### config.mk
export PLATFORM = sky130hd
export DESIGN_NAME = instr_sequencer
export DESIGN_NICKNAME = d
export VERILOG_FILES = /design/src/rtl/cpu_isa_pkg.sv /design/src/rtl/instr_prog_mem.sv /design/src/rtl/instr_sequencer.sv
export SDC_FILE = /design/constraint.sdc
export NUM_CORES = 1
export LEC_CHECK = 0
export CAP_MARGIN = 5
export CORE_MARGIN = 1
export CORE_UTILIZATION = 30
export DETAILED_ROUTE_END_ITERATION = 16
export GPL_TIMING_DRIVEN = 0
export PLACE_DENSITY = 0.47
export SYNTH_ARGS = -nofsm -noshare
export SYNTH_HDL_FRONTEND = slang
export SYNTH_SLANG_ARGS = --single-unit
### constraint.sdc
create_clock -name clk_i -period 2.55 [get_ports clk_i]
set_input_delay 0.765 -clock clk_i [delete_from_list [all_inputs] [get_ports clk_i]]
set_output_delay 0.765 -clock clk_i [all_outputs]
set_load 0.02 [all_outputs]
### src/rtl/cpu_isa_pkg.sv
// Shared ISA definitions for simple_cpu and instr_sequencer.
// Holds the instruction/data/address widths, where the 2-bit class field sits
// in an instruction, the class encodings and the default per-class hold counts.
package cpu_isa_pkg;

  localparam int unsigned INSTR_WIDTH = 20;
  localparam int unsigned DATA_WIDTH  = 8;
  localparam int unsigned ADDR_BITS   = 4;

  // Class field occupies the top CLASS_W bits of every instruction.
  localparam int unsigned CLASS_W   = 2;
  localparam int unsigned CLASS_MSB = INSTR_WIDTH - 1;

  typedef enum logic [CLASS_W-1:0] {
    ClsHalt  = 2'b00,
    ClsAlu   = 2'b01,
    ClsLoad  = 2'b10,
    ClsStore = 2'b11
  } cls_e;

  // Rising edges each class is held stable on the CPU instruction port.
  localparam int unsigned ALU_CYCLES_DEF   = 3;
  localparam int unsigned LOAD_CYCLES_DEF  = 4;
  localparam int unsigned STORE_CYCLES_DEF = 3;

endpackage

### src/rtl/instr_prog_mem.sv
// Program memory for instr_sequencer: synchronous write, asynchronous read.
// Contents are deliberately not reset so a loaded program survives rst.
// Ports:
//   clk_i    - write clock
//   we_i     - write enable (gated by the caller)
//   waddr_i  - write address
//   wdata_i  - write data
//   raddr_i  - combinational read address
//   rdata_o  - combinational read data
module instr_prog_mem #(
  parameter int unsigned PC_BITS     = 5,
  parameter int unsigned INSTR_WIDTH = 20
) (
  input  logic                   clk_i,
  input  logic                   we_i,
  input  logic [PC_BITS-1:0]     waddr_i,
  input  logic [INSTR_WIDTH-1:0] wdata_i,
  input  logic [PC_BITS-1:0]     raddr_i,
  output logic [INSTR_WIDTH-1:0] rdata_o
);

  logic [INSTR_WIDTH-1:0] mem_q [2**PC_BITS];

  always_ff @(posedge clk_i) begin
    if (we_i) begin
      mem_q[waddr_i] <= wdata_i;
    end
  end

  assign rdata_o = mem_q[raddr_i];

endmodule

### src/rtl/instr_sequencer.sv
// Self-sequencing instruction source for simple_cpu. The CPU has no handshake,
// so this block owns timing: each issued instruction is held on the port for a
// fixed number of rising edges chosen by its class, and a HALT-class word ends
// the run.
// Ports:
//   clk_i, rst_ni   - clock, asynchronous active-low reset
//   prog_we_i       - program write enable, ignored while busy_o
//   prog_addr_i     - program write address
//   prog_data_i     - program write data
//   start_i         - level-sampled run request (IDLE/HALTED only)
//   instruction_o   - registered instruction to the CPU (0 when not issuing)
//   instr_valid_o   - instruction_o carries an issued instruction
//   pc_o            - address of the instruction currently driven
//   busy_o          - run in progress
//   done_o          - a HALT was reached; held until next accepted start/reset
module instr_sequencer #(
  parameter int unsigned INSTR_WIDTH  = cpu_isa_pkg::INSTR_WIDTH,
  parameter int unsigned PC_BITS      = 5,
  parameter int unsigned ALU_CYCLES   = cpu_isa_pkg::ALU_CYCLES_DEF,
  parameter int unsigned LOAD_CYCLES  = cpu_isa_pkg::LOAD_CYCLES_DEF,
  parameter int unsigned STORE_CYCLES = cpu_isa_pkg::STORE_CYCLES_DEF
) (
  input  logic                   clk_i,
  input  logic                   rst_ni,
  input  logic                   prog_we_i,
  input  logic [PC_BITS-1:0]     prog_addr_i,
  input  logic [INSTR_WIDTH-1:0] prog_data_i,
  input  logic                   start_i,
  output logic [INSTR_WIDTH-1:0] instruction_o,
  output logic                   instr_valid_o,
  output logic [PC_BITS-1:0]     pc_o,
  output logic                   busy_o,
  output logic                   done_o
);

  import cpu_isa_pkg::*;

  localparam int unsigned MaxAl   = (ALU_CYCLES > STORE_CYCLES) ? ALU_CYCLES : STORE_CYCLES;
  localparam int unsigned MaxHold = (LOAD_CYCLES > MaxAl) ? LOAD_CYCLES : MaxAl;
  // Counter only ever holds hold-1, so clog2(MaxHold) bits suffice.
  localparam int unsigned CntW    = (MaxHold > 1) ? $clog2(MaxHold) : 1;

  typedef enum logic [1:0] {StIdle, StRun, StHalted} state_e;

  state_e                 state_q, state_d;
  logic [INSTR_WIDTH-1:0] instr_q, instr_d;
  logic                   valid_q, valid_d;
  logic [PC_BITS-1:0]     pc_q, pc_d;
  logic                   busy_q, busy_d;
  logic                   done_q, done_d;
  logic [CntW-1:0]        cnt_q, cnt_d;

  logic [PC_BITS-1:0]     rd_addr;
  logic [INSTR_WIDTH-1:0] rd_data;
  cls_e                   fetch_cls;

  function automatic logic [CntW-1:0] hold_m1(cls_e cls);
    case (cls)
      ClsLoad:  return CntW'(LOAD_CYCLES - 1);
      ClsStore: return CntW'(STORE_CYCLES - 1);
      default:  return CntW'(ALU_CYCLES - 1);
    endcase
  endfunction

  instr_prog_mem #(
    .PC_BITS    (PC_BITS),
    .INSTR_WIDTH(INSTR_WIDTH)
  ) u_prog_mem (
    .clk_i  (clk_i),
    .we_i   (prog_we_i && !busy_q),
    .waddr_i(prog_addr_i),
    .wdata_i(prog_data_i),
    .raddr_i(rd_addr),
    .rdata_o(rd_data)
  );

  // Start always fetches address 0; in RUN the lookahead is pc+1 (wraps).
  assign rd_addr   = (state_q == StRun) ? pc_q + PC_BITS'(1) : '0;
  assign fetch_cls = cls_e'(rd_data[INSTR_WIDTH-1 -: CLASS_W]);

  always_comb begin
    state_d = state_q;
    instr_d = instr_q;
    valid_d = valid_q;
    pc_d    = pc_q;
    busy_d  = busy_q;
    done_d  = done_q;
    cnt_d   = cnt_q;

    unique case (state_q)
      StIdle, StHalted: begin
        if (start_i) begin
          pc_d = '0;
          if (fetch_cls != ClsHalt) begin
            instr_d = rd_data;
            valid_d = 1'b1;
            cnt_d   = hold_m1(fetch_cls);
            busy_d  = 1'b1;
            done_d  = 1'b0;
            state_d = StRun;
          end else begin
            instr_d = '0;
            valid_d = 1'b0;
            busy_d  = 1'b0;
            done_d  = 1'b1;
            state_d = StHalted;
          end
        end
      end
      StRun: begin
        if (cnt_q != '0) begin
          cnt_d = cnt_q - CntW'(1);
        end else if (fetch_cls != ClsHalt) begin
          // Back-to-back issue: next word replaces current with no bubble.
          pc_d    = rd_addr;
          instr_d = rd_data;
          cnt_d   = hold_m1(fetch_cls);
        end else begin
          pc_d    = rd_addr;
          instr_d = '0;
          valid_d = 1'b0;
          busy_d  = 1'b0;
          done_d  = 1'b1;
          state_d = StHalted;
        end
      end
      default: state_d = StIdle;
    endcase
  end

  always_ff @(posedge clk_i or negedge rst_ni) begin
    if (!rst_ni) begin
      state_q <= StIdle;
      instr_q <= '0;
      valid_q <= 1'b0;
      pc_q    <= '0;
      busy_q  <= 1'b0;
      done_q  <= 1'b0;
      cnt_q   <= '0;
    end else begin
      state_q <= state_d;
      instr_q <= instr_d;
      valid_q <= valid_d;
      pc_q    <= pc_d;
      busy_q  <= busy_d;
      done_q  <= done_d;
      cnt_q   <= cnt_d;
    end
  end

  assign instruction_o = instr_q;
  assign instr_valid_o = valid_q;
  assign pc_o          = pc_q;
  assign busy_o        = busy_q;
  assign done_o        = done_q;

endmodule

== Yosys cells after proc, flatten, opt, wreduce, memory -nomap -nowiden ==
Memories as Yosys holds them, arrays and structs flattened.
Cells that the tools add are included.

* Register bits: 31
* Memories kept: 1
* Word-level logic and storage cells: 56
* RAM bits: 640

{| class="wikitable"
|+ Memories
! name !! depth !! bits a word !! read ports !! clocked after memory_dff !! write ports !! line !! text
|-
| u_prog_mem.mem_q || 32 || 20 || 1 || 0 || 1 || instr_prog_mem.sv:22 || <nowiki>logic [INSTR_WIDTH-1:0] mem_q [2**PC_BITS];</nowiki>
|}

* Reductions and logical operators: 11
* Mux-type cells: 30
* Add/sub/neg operators: 2
* Equality and inequality tests: 6

{| class="wikitable"
|+ Operators with widths
! kind !! count
|-
| 2-to-1 mux 20 bit || 3
|-
| case mux 20 bit (2 select lines) || 1
|-
| 2-to-1 mux 5 bit || 3
|-
| 2-to-1 mux 2 bit || 7
|-
| 2-to-1 mux 1 bit || 11
|-
| case mux 5 bit (2 select lines) || 1
|-
| case mux 2 bit (2 select lines) || 2
|-
| inequality test 2 bit (second input constant) || 3
|-
| AND reduction 3 bit || 2
|-
| nonzero test 2 bit || 3
|-
| adder 5 x 1 -> 5 bit (second input constant) || 1
|-
| == test 2 bit (second input constant) || 2
|-
| case mux 1 bit (2 select lines) || 2
|-
| AND reduction 4 bit || 1
|-
| == test 2 x 1 -> 1 bit (second input constant) || 1
|-
| logical NOT 2 bit || 1
|-
| AND reduction 2 bit || 1
|-
| OR reduction 2 bit || 1
|-
| subtractor 2 x 1 -> 2 bit (second input constant) || 1
|-
| logical AND 1 bit || 1
|-
| logical NOT 1 bit || 1
|}

== Logic depth before layout (Yosys ltp) ==
Gate-level depths: netlist of the first run.
An unclocked memory read counts as a cell.

* Depth in word-level cells: 8
* Depth in mapped cells: 11
* Mapped depth without buffers: 8

== Hierarchy ==
A second synthesis of the first run with hierarchy kept.

* Cell total of the unflattened synthesis: 1545
* Area, all modules: 26605.5 um^2

{| class="wikitable"
|+ By module, submodules not included
! module !! cells each !! times used !! area each (um^2) !! seq. area each (um^2)
|-
| instr_prog_mem || 1394 || 1 || 25152.9 || 19218.4
|-
| instr_sequencer || 151 || 1 || 1452.6 || 775.7
|}

== Worst setup path after synthesis of the first run ==
No wires, ideal clock.

* Kind: reg2reg
* From: register pc_q[0] (netlist: pc_o[0])
* To: register instr_q[10] (netlist: instruction_o[10])
* Period minus slack after synthesis: 2728 ps
* Stages on the path, launching flop included: 10
* Arrival time: 2660 ps
* Data required time: 2482 ps
* Setup time: 68 ps
* Path slack: -178 ps
* Cell sequence: dfrtp_1 > ha_1 > xor2_1 > nand2_4 > o32ai_1 > nor3_1 > or4_4 > a21oi_4 > buf_6 > a32o_1

* Longest elaborated chain between the ends: 7
* Elaborated cells on any way between the ends: 8
* Classes of those cells: add/sub: 1; mux: 5; reduce/logical: 1; memory: 1

{| class="wikitable"
|+ Ends and longest elaborated chain
! element !! line !! text
|-
| from (decl) || instr_sequencer.sv:48 || <nowiki>logic [PC_BITS-1:0] pc_q, pc_d;</nowiki>
|-
| from (signal assigned) || instr_sequencer.sv:144 || <nowiki>pc_q <= pc_d;</nowiki>
|-
| adder 5 x 1 -> 5 bit * || instr_sequencer.sv:78 || <nowiki>assign rd_addr = (state_q == StRun) ? pc_q + PC_BITS'(1) : '0;</nowiki>
|-
| 2-to-1 mux 5 bit * || instr_sequencer.sv:78 ||
|-
| memory read (32 x 20 bit) * || n/a ||
|-
| nonzero test 2 bit || instr_sequencer.sv:94, instr_sequencer.sv:113 ||
|-
| 2-to-1 mux 20 bit * || instr_sequencer.sv:94, instr_sequencer.sv:113 ||
|-
| 2-to-1 mux 20 bit, on equally long branches || instr_sequencer.sv:111, instr_sequencer.sv:92 ||
|-
| case mux 20 bit (2 select lines) * || instr_sequencer.sv:90 || <nowiki>unique case (state_q)</nowiki>
|-
| to (signal assigned) || instr_sequencer.sv:142 || <nowiki>instr_q <= instr_d;</nowiki>
|-
| to (decl) || instr_sequencer.sv:46 || <nowiki>logic [INSTR_WIDTH-1:0] instr_q, instr_d;</nowiki>
|}

Mark *: on every way between the ends. The rest lies on a longest branch, timed or not. The select of a mux whose other input is x is not followed.
A chain may end at the register's enable or synchronous reset.

== Worst setup path in the final report of the first run ==
* From: register pc_q[0] (netlist: pc_o[0])
* To: register instr_q[11] (netlist: instruction_o[11])

The elaborated chain is that of the path after synthesis.

==> flow_metrics.py, run 1 <==
metrics = {
    "cts": {
        "cts_num_sinks": 671,
        "cts_max_level": 3,
        "path_clk_slew_ns": 0.06,
        "clock_latency_ns": 0.63,
        "cts_tree": "done",
        "hold_buffers": 0,
        "clockBufferDepth": 3,
        "root_buffer": "clkbuf_16",
        "cts_buffers": 75,
    },
    "drt": {
        "vias": 18040,
        "drc": 0,
        "firstDrtPassIters": 7,
        "dr_wl_met3_um": 5987,
        "met2_length_um": 41920,
        "drt-met1-wl_um": 41640,
        "drt-total-wl_um": 91640,
        "drt_iter0_drc": 1675,
        "avgViaCountPerCell": 5.136,
        "final_antenna_net_count": 0,
        "highest_layer": "met5",
        "wire_per_inst_um": 26.09,
    },
    "place": {
        "dp.cells": 3332,
        "place.port_buffers": 56,
        "hpwl_um": 60390,
        "place.gp.congestion": 0.8912,
    },
    "critical_path": {
        "crit_start": "pc_o[0]",
        "critical_path_class": "register to register",
        "required_ns": 3.08,
        "regToRegSetupSlack_ns": -0.30,
        "cp.arrival_ns": 3.39,
        "worst_setup_path_start_kind": "register",
        "rr_worst_depth": 11,
        "worstSetupEndpointType": "register",
        "crit_path_end": "instruction_o[11]",
        "critPathMaxFanout": 7,
        "timing.rr.start": "pc_o[0]",
        "timing.rr.end": "instruction_o[11]",
    },
    "yosys": {
        "netlist_area_mm2": 0.02781,
        "avgSynthCellArea_um2": 13.87,
        "ys_seq_elements": 671,
        "ys_seq_area_share_pct": 71.91,
        "yosysTopAreaCell": "edfxtp_1",
        "ys_types": 53,
        "synth_area_leaders": "edfxtp_1 69%, mux2i_1 5.5%, nand2_1 3.2%, dfrtp_1 2.8%, o221ai_1 2.3%",
        "synth-edff-count": 640,
        "syn_inst": 2004,
        "yosysWarnings": 0,
        "synth_nets": 2034,
        "synth.top_cell.area_share_pct": 69.12,
        "synthFlopType": "edfxtp_1",
        "async_reset_ff_share_pct": 4.620,
    },
    "power_and_ir_drop": {
        "ir_worst_vdd_uv": 635.4,
        "p_per_area_mw_per_mm2": 1065,
        "p_leak_nw": 11.05,
    },
    "sta": {
        "setup-violations-final": 123,
        "max_slew_margin_pct": 17.98,
        "fmax_ghz": 0.3505,
        "finalHoldViolations": 0,
        "fin_skew_ns": 0.02570,
        "tightest_slew_ns": 1.230,
        "drv_slew": 0,
        "fin_ws_ns": -0.3031,
        "hold_ws_ns": 0.2509,
        "fin_crit_sh_pct": 111.9,
        "rsz0062_at_grt": "yes",
        "fin_crit_ns": 2.853,
    },
    "global_route": {
        "grt_pass1_vias": 17640,
        "grt.total_usage_pct": 19.30,
        "globalRouteOverflowTotal": 0,
        "antenna_found_initial": 8,
        "grt_pass1_wl_um": 129500,
        "grt_max_degree": 33,
    },
    "worst_hold_path": {
        "min_path_type": "primary input to async pin",
    },
    "run": {
        "drv_cap": 0,
    },
    "cells_and_area": {
        "area_delta_synth_final_pct": 22.29,
        "drive_gt1_share_pct": 19.75,
        "final_cell_mix": "640 x edfxtp_1, 233 x nand2_1, 153 x mux2i_1",
        "final_nets": 2243,
        "final_cell_count_no_fill": 3512,
        "final_common_cell": "edfxtp_1",
    },
    "floorplan": {
        "coreArea_mm2": 0.09180,
        "die_w_um": 306.4,
        "rows": 111,
        "ios": 57,
        "initial_core_util_pct": 30.29,
        "dieArea_mm2": 0.09391,
        "die_h_um": 306.4,
    },
    "status": {
        "status": "complete, but fails checks",
        "violations": "negative setup slack",
    },
}
==> Yosys cell counts (all sizes together) (2+ instances only) <==
master  count
edfxtp    640
nand2     236
mux2i     156
nor2      112
a21oi      82
o21ai      81
clkbuf     78
nor3       78
inv        76
nand3      76
o211ai     75
o221ai     72
buf        68
o22a       36
dfrtp      31
a32o       18
nand2b     17
o31ai      10
nand3b      6
o32ai       6
a221oi      5
mux2        5
a211oi      4
o22ai       4
or3b        4
or4b        4
a22o        2
a22oi       2
nor2b       2
or3         2
==> repair_timing <==
item	in CTS	in global routing
setup buffers	30	16
setup endpoints to repair	210	149
resized for setup	279	69
cloned	1	1
endpoints found under the hold margin	0	0
pin swaps	11	23
==> metal layers <==
layer / GRT usage (%) / vias up
met3: 3.249 / 134
met1: 27.47 / 9165
met2: 30.37 / 653
met5: 0 / -
met4: 5.116 / 2
li1: - / 8084
==> cell type report <==
class / count / area (µm²)
Inverter: 76 / 285.3
Fill cell: 8666 / 57800
Sequential cell: 671 / 20000
Buffer: 146 / 1044
Antenna cell: 1 / 2.502
Multi-Input combinational cell: 1113 / 7480
Tap cell: 1243 / 1555
Clock inverter: 39 / 231.5
Timing Repair Buffer: 130 / 1390
Clock buffer: 93 / 2017
==> worst max-delay path: stages (launching register included) <==
cell      delay (ns)
dfrtp_2         0.47
ha_4            0.30
and3b_1         0.18
clkbuf_8        0.19
nand2_2         0.15
o32ai_4         0.13
nor3_2          0.08
or4_4           0.57
a21oi_4         0.26
buf_8           0.15
buf_12          0.11
a32o_1          0.16
==> cell families (layout without fill, tap and decap cells) <==
family	count (synthesis)	count (layout)	share of synthesized area [%]
buffers and inverters	222	484	3.298
adder cells (fa/ha/maj)	1	1	0.04499
XOR/XNOR	2	2	0.06301
other	0	1	0
flip-flops	671	671	71.91
multiplexers	161	161	5.908
AND/OR/NAND/NOR	546	548	8.649
AO/OA/AOI/OAI	401	401	10.13
==> through the flow <==
stage | cell area [µm²] | worst slack, ns | setup TNS, ns | power (mW) | utilization [%]
after floorplan | 27840 | -0.03226 | -4.606 | 19.46 | -
final | 34000 | -0.3031 | -12.78 | 36.23 | 37.04
after CTS | 33600 | -0.2662 | -4.929 | 36.05 | 36.61
after global routing | 34000 | -0.3599 | -22.26 | 37.60 | 37.04
after global placement | 29960 | -2.242 | -1206.86 | 24.53 | 32.63
after detailed placement | 30480 | -2.300 | -407.52 | 24.59 | 33.20
==> where the power goes <==
| group | internal (mW) | switching [mW] | total (mW) |
|---|---|---|---|
| Combinational | 4.64 | 8.73 | 13.4 |
| Clock | 5.71 | 4.40 | 10.1 |
| Sequential | 12.4 | 0.400 | 12.8 |
| Total | 22.7 | 13.5 | 36.2 |
==> flip-flops by register name, summed over array words and instances (netlist names) <==
| signal | count |
|---|---|
| u_prog_mem.mem_q | 640 |
| instruction_o | 20 |
| pc_o | 5 |
| cnt_q | 2 |
| state_q | 2 |
| busy_o | 1 |
| done_o | 1 |
==> how the worst min path moves through the flow <==
stage,startpoint,endpoint,slack (ns),cells after the start
floorplan,rst_ni,busy_o,0.47,0
global placement,instruction_o[18],instruction_o[18],0.49,2
detailed placement,instruction_o[18],instruction_o[18],0.48,2
CTS,rst_ni,state_q[0],0.24,1
global route,rst_ni,instruction_o[19],0.30,1
finish,rst_ni,pc_o[3],0.25,1
Note: power is estimated with default switching activity, not from simulation.
==> inputs of run 2 (changes only) <==
- HOLD_SLACK_MARGIN: default -> 0.05
==> results of run 2 <==
Final layout, timing and power as in run 1 (identical DEF).
==> inputs of run 3 (changes only) <==
- SKIP_CTS_REPAIR_TIMING: default -> 1
==> flow_metrics.py, run 3 (same netlist as run 1, synthesis figures left out) <==
metrics = {
    "power_and_ir_drop": {
        "internal_power_mw": 22.71,
        "p_leak_nw": 11.11,
        "ir_worst_vdd_uv": 572.5,
        "switching_power_mw": 13.62,
        "p_clk_share_pct": 27.8,
        "p_sw_share_pct": 37.50,
        "comb_power_share_pct": 37.0,
        "p_per_area_mw_per_mm2": 1069,
        "pwr-share-seq_pct": 35.2,
        "power.total_mw": 36.33,
    },
    "global_route": {
        "grt.total_usage_pct": 19.01,
        "grt_max_degree": 33,
        "grt_pass1_wl_um": 126600,
        "antenna_found_initial": 13,
        "globalRouteOverflowTotal": 0,
        "grt_pass1_vias": 17380,
    },
    "drt": {
        "drt-total-wl_um": 92050,
        "avgViaCountPerCell": 5.156,
        "firstDrtPassIters": 5,
        "final_antenna_net_count": 0,
        "wire_per_inst_um": 26.23,
        "vias": 18100,
        "drc": 0,
        "drt_iter0_drc": 1726,
    },
    "critical_path": {
        "required_ns": 3.09,
        "critPathMaxFanout": 8,
        "cp.arrival_ns": 3.41,
        "worstSetupEndpointType": "register",
        "worst_setup_path_start_kind": "register",
        "critical_path_class": "register to register",
    },
    "cts": {
        "cts_max_level": 3,
        "clock_latency_ns": 0.63,
        "cts_num_sinks": 671,
        "root_buffer": "clkbuf_16",
        "path_clk_slew_ns": 0.06,
        "cts_tree": "done",
        "cts_buffers": 75,
        "clockBufferDepth": 3,
    },
    "cells_and_area": {
        "final_cell_mix": "640 x edfxtp_1, 232 x nand2_1, 153 x mux2i_1",
        "final_common_cell": "edfxtp_1",
        "largest_reg_flops": 640,
        "area_delta_synth_final_pct": 22.22,
        "drive_gt1_share_pct": 19.78,
        "regMostFlops": "u_prog_mem.mem_q",
        "regArea_mm2": 0.02000,
        "final_nets": 2240,
        "fillCellCount": 8669,
        "multi_input_area_mm2": 0.007418,
    },
    "place": {
        "hpwl_um": 60390,
        "place_ws_ns": -2.300,
        "place.port_buffers": 56,
        "place.gp.congestion": 0.8912,
    },
    "floorplan": {
        "die_w_um": 306.4,
        "initial_core_util_pct": 30.29,
        "coreArea_mm2": 0.09180,
        "die_h_um": 306.4,
        "dieArea_mm2": 0.09391,
        "ios": 57,
        "rows": 111,
    },
    "sta": {
        "fin_crit_ns": 2.874,
        "setup-violations-final": 101,
        "rsz0062_at_grt": "yes",
        "drv_slew": 0,
        "setup_tns_ns": -9.072,
        "fin_crit_sh_pct": 112.7,
        "tightest_slew_ns": 1.192,
        "hold_ws_ns": 0.2535,
        "fin_skew_ns": 0.02467,
        "finalHoldViolations": 0,
        "max_slew_margin_pct": 20.51,
        "fin_ws_ns": -0.3244,
        "fmax_ghz": 0.3479,
    },
    "worst_hold_path": {
        "min_path_type": "primary input to async pin",
    },
    "status": {
        "violations": "negative setup slack",
        "status": "complete, but fails checks",
    },
    "run": {
        "drv_cap": 0,
    },
}
-- run 3: layout make-up --
class                           instances  share of cell area (%)
Inverter                               76                  0.8505
Sequential cell                       671                   58.85
Tap cell                             1243                   4.577
Timing Repair Buffer                  127                   4.157
Clock buffer                           93                   5.935
Antenna cell                            2                 0.01473
Multi-Input combinational cell       1113                   21.83
Buffer                                146                   3.100
Clock inverter                         39                  0.6811
-- run 3: per-layer routing --
metal,vias to the layer above,track usage (%),routed length (µm)
li1,8087,-,-
met1,9197,25.85,40620
met2,667,29.02,41580
met3,138,5.322,7115
met4,10,6.570,2676
met5,-,0,63
-- run 3: per-stage QoR --
stage	std cells	util (%)	area, µm²
2_1_floorplan	2004	-	27840
3_3_place_gp	3303	32.63	29960
3_5_place_dp	3332	33.20	30480
4_1_cts	3464	35.65	32730
5_1_grt	3508	37.01	33980
6_report	3510	37.02	33980
-- run 3: final timing paths --
kind	from	slack, ns	cells past startpoint	endpoint
worst max-delay path	pc_o[0]	-0.32	11	instruction_o[11]
worst min-delay path	rst_ni	0.25	1	cnt_q[0]
worst max register to register	pc_o[0]	-0.32	11	instruction_o[11]
worst min register to register	instruction_o[18]	0.49	2	instruction_o[18]
max in group asynchronous	rst_ni	1.69	1	instruction_o[16]
min in group clk_i	instruction_o[18]	0.49	2	instruction_o[18]
-- run 3: power by group through the flow --
stage	Sequential [mW]	Clock (mW)	Combinational, mW
2_1_floorplan	12.9	0	6.51
3_3_place_gp	13.0	0	11.6
3_5_place_dp	13.0	0	11.6
4_1_cts	12.7	10.3	11.7
5_1_grt	12.8	10.7	14.1
6_report	12.8	10.1	13.4
-- run 3: critical path, cell delays in order (launching register included) --
cell	delay [ns]
dfrtp_2	0.50
ha_4	0.27
nand3b_1	0.14
buf_4	0.16
o22ai_1	0.10
o32ai_2	0.39
o32ai_4	0.17
a311o_2	0.44
a21oi_4	0.16
buf_12	0.16
buf_8	0.13
a32o_1	0.17
